$ cat src/rtl/cla_pkg.sv
// Shared defaults and helpers for the pipelined carry-lookahead adder.
// group_pg folds per-bit propagate/generate into one 74181-style slice.
package cla_pkg;

    localparam int unsigned DefWidth = 32;
    localparam int unsigned DefGroup = 4;
    localparam int unsigned MaxGroup = 32;

    function automatic int unsigned ngrp(input int unsigned width, input int unsigned group);
        return width / group;
    endfunction

    // Returns {P, G} of a group of n bits. Bits at or above n are ignored.
    function automatic logic [1:0] group_pg(input logic [MaxGroup-1:0] p,
                                            input logic [MaxGroup-1:0] g,
                                            input int unsigned n);
        logic gp;
        logic gg;
        gp = 1'b1;
        gg = 1'b0;
        for (int unsigned i = 0; i < MaxGroup; i++) begin
            if (i < n) begin
                gg = g[i] | (p[i] & gg);
                gp = gp & p[i];
            end
        end
        return {gp, gg};
    endfunction

endpackage

$ cat src/rtl/cla_lookahead_tree.sv
// Generic 74882-style lookahead unit: every group carry is a flat
// sum-of-products of group P/G terms and the incoming carry.
module cla_lookahead_tree #(
    parameter int unsigned NGRP = 8
) (
    input  logic [NGRP-1:0] p,
    input  logic [NGRP-1:0] g,
    input  logic            cin,
    output logic [NGRP-1:0] c
);

    always_comb begin
        logic term;
        logic pp;
        c    = '0;
        term = 1'b0;
        pp   = 1'b0;
        for (int k = 0; k < int'(NGRP); k++) begin
            term = g[k];
            pp   = p[k];
            for (int j = k - 1; j >= 0; j--) begin
                term = term | (pp & g[j]);
                pp   = pp & p[j];
            end
            c[k] = term | (pp & cin);
        end
    end

endmodule

$ cat src/rtl/cla_pipe_adder.sv
// Two-stage pipelined carry-lookahead adder/subtractor with valid/ready
// handshakes and a carry register for extended-precision word chains.
module cla_pipe_adder
    import cla_pkg::*;
#(
    parameter int unsigned WIDTH = DefWidth,
    parameter int unsigned GROUP = DefGroup,
    localparam int unsigned NGRP = ngrp(WIDTH, GROUP)
) (
    input  logic             clk,
    input  logic             rst_n,
    input  logic             in_valid,
    output logic             in_ready,
    input  logic [WIDTH-1:0] in_a,
    input  logic [WIDTH-1:0] in_b,
    input  logic             in_sub,
    input  logic             in_cin,
    input  logic             in_chain,
    input  logic             clr_carry,
    output logic             out_valid,
    input  logic             out_ready,
    output logic [WIDTH-1:0] out_sum,
    output logic             out_cout,
    output logic             out_ovf,
    output logic [NGRP-1:0]  out_gc
);

    if (WIDTH % GROUP != 0) begin : g_width_check
        $error("cla_pipe_adder: WIDTH must be a multiple of GROUP");
    end
    if (GROUP > MaxGroup) begin : g_group_check
        $error("cla_pipe_adder: GROUP exceeds MaxGroup");
    end

    logic s1_en, s2_en;

    // Stage-1 combinational: operand conditioning and per-bit / per-group P,G
    logic [WIDTH-1:0] b_in, p_in, g_in;
    logic [NGRP-1:0]  gp_in, gg_in;

    assign b_in = in_b ^ {WIDTH{in_sub}};
    assign p_in = in_a | b_in;
    assign g_in = in_a & b_in;

    always_comb begin
        logic [MaxGroup-1:0] pv;
        logic [MaxGroup-1:0] gv;
        logic [1:0]          pg;
        gp_in = '0;
        gg_in = '0;
        pv    = '0;
        gv    = '0;
        pg    = '0;
        for (int unsigned k = 0; k < NGRP; k++) begin
            pv            = '0;
            gv            = '0;
            pv[GROUP-1:0] = p_in[k*GROUP +: GROUP];
            gv[GROUP-1:0] = g_in[k*GROUP +: GROUP];
            pg            = group_pg(pv, gv, GROUP);
            gp_in[k]      = pg[1];
            gg_in[k]      = pg[0];
        end
    end

    logic             s1_valid, s1_sub, s1_cin, s1_chain;
    logic [WIDTH-1:0] s1_a, s1_b, s1_p, s1_g;
    logic [NGRP-1:0]  s1_gp, s1_gg;
    logic             carry_reg;

    assign s2_en    = !out_valid || out_ready;
    assign s1_en    = !s1_valid || s2_en;
    assign in_ready = s1_en;

    always_ff @(posedge clk or negedge rst_n) begin
        if (!rst_n) begin
            s1_valid <= 1'b0;
            s1_sub   <= 1'b0;
            s1_cin   <= 1'b0;
            s1_chain <= 1'b0;
            s1_a     <= '0;
            s1_b     <= '0;
            s1_p     <= '0;
            s1_g     <= '0;
            s1_gp    <= '0;
            s1_gg    <= '0;
        end else if (s1_en) begin
            s1_valid <= in_valid;
            if (in_valid) begin
                s1_sub   <= in_sub;
                s1_cin   <= in_cin;
                s1_chain <= in_chain;
                s1_a     <= in_a;
                s1_b     <= b_in;
                s1_p     <= p_in;
                s1_g     <= g_in;
                s1_gp    <= gp_in;
                s1_gg    <= gg_in;
            end
        end
    end

    // Stage-2 combinational: lookahead group carries, then in-group ripple
    logic             cin_eff;
    logic [NGRP-1:0]  grp_c;
    logic [WIDTH-1:0] bit_c, sum_d;
    logic             ovf_d;

    assign cin_eff = s1_chain ? carry_reg : (s1_sub ? 1'b1 : s1_cin);

    cla_lookahead_tree #(
        .NGRP(NGRP)
    ) u_tree (
        .p  (s1_gp),
        .g  (s1_gg),
        .cin(cin_eff),
        .c  (grp_c)
    );

    always_comb begin
        logic c;
        bit_c = '0;
        c     = cin_eff;
        for (int unsigned k = 0; k < NGRP; k++) begin
            for (int unsigned i = 0; i < GROUP; i++) begin
                bit_c[k*GROUP+i] = c;
                c = s1_g[k*GROUP+i] | (s1_p[k*GROUP+i] & c);
            end
            c = grp_c[k];
        end
    end

    assign sum_d = s1_a ^ s1_b ^ bit_c;
    assign ovf_d = (s1_a[WIDTH-1] == s1_b[WIDTH-1]) && (sum_d[WIDTH-1] != s1_a[WIDTH-1]);

    always_ff @(posedge clk or negedge rst_n) begin
        if (!rst_n) begin
            out_valid <= 1'b0;
            out_sum   <= '0;
            out_cout  <= 1'b0;
            out_ovf   <= 1'b0;
            out_gc    <= '0;
        end else if (s2_en) begin
            out_valid <= s1_valid;
            if (s1_valid) begin
                out_sum  <= sum_d;
                out_cout <= grp_c[NGRP-1];
                out_ovf  <= ovf_d;
                out_gc   <= grp_c;
            end
        end
    end

    // A clear landing with a stage-2 update wins; that word already used the old value.
    always_ff @(posedge clk or negedge rst_n) begin
        if (!rst_n) begin
            carry_reg <= 1'b0;
        end else if (clr_carry) begin
            carry_reg <= 1'b0;
        end else if (s2_en && s1_valid) begin
            carry_reg <= grp_c[NGRP-1];
        end
    end

endmodule

$ cat config.mk
export PLATFORM = sky130hd
export DESIGN_NAME = cla_pipe_adder
export DESIGN_NICKNAME = d
export VERILOG_FILES = /design/src/rtl/cla_pkg.sv /design/src/rtl/cla_lookahead_tree.sv /design/src/rtl/cla_pipe_adder.sv
export SDC_FILE = /design/constraint.sdc
export NUM_CORES = 1
export LEC_CHECK = 0
export CAP_MARGIN = 5
export CORE_MARGIN = 2
export CORE_UTILIZATION = 50
export DETAILED_ROUTE_END_ITERATION = 12
export DONT_BUFFER_PORTS = 1
export GPL_ROUTABILITY_DRIVEN = 0
export RECOVER_POWER = 50
export SLEW_MARGIN = 0
export SYNTH_ARGS = -nofsm -noshare
export SYNTH_HDL_FRONTEND = slang
export SYNTH_SLANG_ARGS = --single-unit
$ cat constraint.sdc
create_clock -name clk -period 2.7 [get_ports clk]
set_clock_uncertainty 0.05 [all_clocks]
set_input_delay 0.54 -clock clk [delete_from_list [all_inputs] [get_ports clk]]
set_output_delay 0.54 -clock clk [all_outputs]
set_load 0.05 [all_outputs]
==> flow_metrics.tcl <==
set metrics [dict create \
    layout_min_cycle_time_ns 2.339 \
    layout_setup_ws_ns 0.3608 \
    wl_met3_mm 1.199 \
    syn-num-nets 1110 \
    crit_path_end_kind "flop" \
    cts_sinks 175 \
    max_cap_violations 0 \
    worst_pin_slew_ns 0.9221 \
    violations "hold timing" \
    ys_warn_count 0 \
    top_layer "met4" \
    portBuffers 0 \
    fin_tns_setup_ns 0 \
    rsz0062_at_grt "no" \
    antenna_found_initial 0 \
    dieArea_mm2 0.01894 \
    drt_wl_total_mm 20.73 \
    fin_util_pct 55.73 \
    dr.first_iter.drc_count 390 \
    core_region_area_mm2 0.01736 \
    synth_top_family_by_area "simple AND/OR/NAND/NOR gates" \
    vias 6882 \
    gr-usage-all-layers_pct 22.45 \
    cts.path.max_buffers 2 \
    drc_errors 0 \
    grt_max_degree 176 \
    die_w_um 137.6 \
    status "complete, but fails checks" \
    synthAdderAreaFrac_pct 0.6726 \
    yosysMostFrequentCell "nand2_1" \
    post_cts_buffers 0 \
    overflow 0 \
    worstSetupPathType "reg -> reg" \
    finalHoldViolCount 175 \
    synth_compound_area_share_pct 17.46 \
    tritoncts "done" \
    wl_met1_mm 9.868 \
    synth_area_mm2 0.008930 \
    start_util_pct 51.45 \
    ios 116 \
    synth_edf_count 0 \
    power_leakage_uw 0.004537 \
    hold_class "in -> async" \
    fin_crit_sh_pct 86.64 \
    h-tree-depth 4 \
    vias_per_cell 5.492 \
    antennaDiodeCount 0 \
    first_pass_iters 5 \
    rows 48 \
    grt_pass1_vias 6417 \
    syn_avg_cell_area_um2 8.603 \
    synth_seq_cells 175 \
    finalSetupViolCount 0 \
    clk-insertion-delay-late_ns 0.42 \
    drt.antenna.violating_nets 0 \
    slew_violations 0 \
    post_synth_and_or_nand_nor_area_fraction_pct 19.42 \
    syn_inst 1038 \
    synth-seq-area-share_pct 49.04 \
    area_delta_synth_final_pct 8.323 \
    cts-root-buf "clkbuf_16" \
    synth.area.top_cells "dfrtp_1, nand2_1, xnor2_1" \
    synth_cell_types 50 \
    dieHeight_um 137.6 \
    synth-main-ff-cell "dfrtp_1" \
    arrival_ns 2.56 \
    cts_resized 0 \
    start_kind "flop" \
    dp_slack_ns 0.4475 \
    cp.required_ns 2.93 \
    wire_per_inst_um 16.54 \
    wl_met2_mm 9.542 \
    crit_path_max_fanout 29 \
    cts_made_buffers 17 \
    reg.largest.list "out_sum (32), s1_a (32), s1_b (32)" \
    clock.fmax_ghz 0.4275 \
    synthArstFlopShare_pct 100.0 \
    synth_mux_area_share_pct 0.1121 \
    dp_hpwl_mm 13.72 \
    finalNetCount 1088 \
    holdWs_ns -0.2396 \
    synth_top_cell_area_share_pct 49.04 \
    vdd_ir_drop_max_mv 0.5462 \
    synth_xor_area_share_pct 9.416 \
    drive_gt1_share_pct 5.350 \
    power_density_mw_per_mm2 853.2 \
    synth_top_cell_by_area "dfrtp_1" \
    nFillCells 1657 \
    max_slew_margin_pct 38.53 \
    clkTransAtPathRegs_ns 0.07 \
    grt_pass1_wl_mm 33.06 \
    synth_common_cells "nand2_1, dfrtp_1, o21ai_0, xnor2_1, nor2_1" \
]
==> layout by cell type (no fill, tap or decap), drive strengths merged, types with 6 or more instances in the layout <==
cell / n
nand2: 330
dfrtp: 175
o21ai: 94
xnor2: 61
nor2: 44
inv: 36
xor2: 35
a21oi: 27
nand3: 23
clkbuf: 23
o22ai: 19
a31oi: 14
nand2b: 13
o221ai: 9
a21o: 8
nor3: 8
buf: 8
o221a: 7
o31ai: 7
a221o: 7
maj3: 6
o22a: 6
clkinv: 6
==> layout make-up <==
class                      instances  area (um2)  share of cell area [%]
multi-input combinational        774        4214                   43.56
clock buffer                      20       456.7                   4.721
sequential                       175        4379                   45.27
tap                              225       281.5                   2.910
timing repair buffer              11       110.1                   1.138
inverter                          37       138.9                   1.436
clock inverter                    11       92.59                  0.9572
==> critical path, stage by stage (launching register included) <==
cell and delay, ns:
dfrtp_1 0.35, clkbuf_1 0.68, nand2b_1 0.19, nand2_1 0.22, clkbuf_2 0.50, o21ai_0 0.20
==> path summary, 6_finish.rpt <==
check | from | endpoint | slack [ns] | cells past startpoint
setup / recovery | out_valid | out_sum[9] | 0.36 | 5
hold / removal | rst_n | out_sum[14] | -0.24 | 0
setup reg to reg | out_valid | out_sum[9] | 0.36 | 5
hold reg to reg | s1_g[12] | s1_g[12] | 0.41 | 2
max in group asynchronous | rst_n | out_sum[28] | 2.67 | 0
min in group clk | clr_carry | carry_reg | 0.14 | 1
==> kinds of logic (layout without fill, tap and decap cells) <==
| logic type | count (synthesis) | count (layout) |
|---|---|---|
| mux | 1 | 1 |
| simple gates | 432 | 432 |
| flops | 175 | 175 |
| fa+ha+maj | 6 | 6 |
| compound gates | 239 | 239 |
| xor+xnor | 96 | 96 |
| buf+inv | 89 | 79 |
==> per-stage QoR <==
stage / power (uW) / area [um2] / cells
6_report: 8253 / 9673 / 1253
3_3_place_gp: 5972 / 9136 / 1222
5_1_grt: 8728 / 9673 / 1253
2_1_floorplan: 5629 / 8930 / 1038
4_1_cts: 8356 / 9686 / 1253
3_5_place_dp: 6009 / 9136 / 1222
==> per-layer routing <==
metal  vias up  global-route usage (%)
met5         -                       0
met4         0                   4.181
met3        10                   6.218
met2       126                   35.66
met1      3293                   31.07
li1       3453                       -
==> power by group <==
part	total, uW	internal [uW]	switching [uW]	leakage, uW
clock network	2320	1300	1020	0.000259
registers	4480	3140	1340	0.00213
logic	1450	684	765	0.00214
No activity file was read; power rests on OpenSTA's default activity.
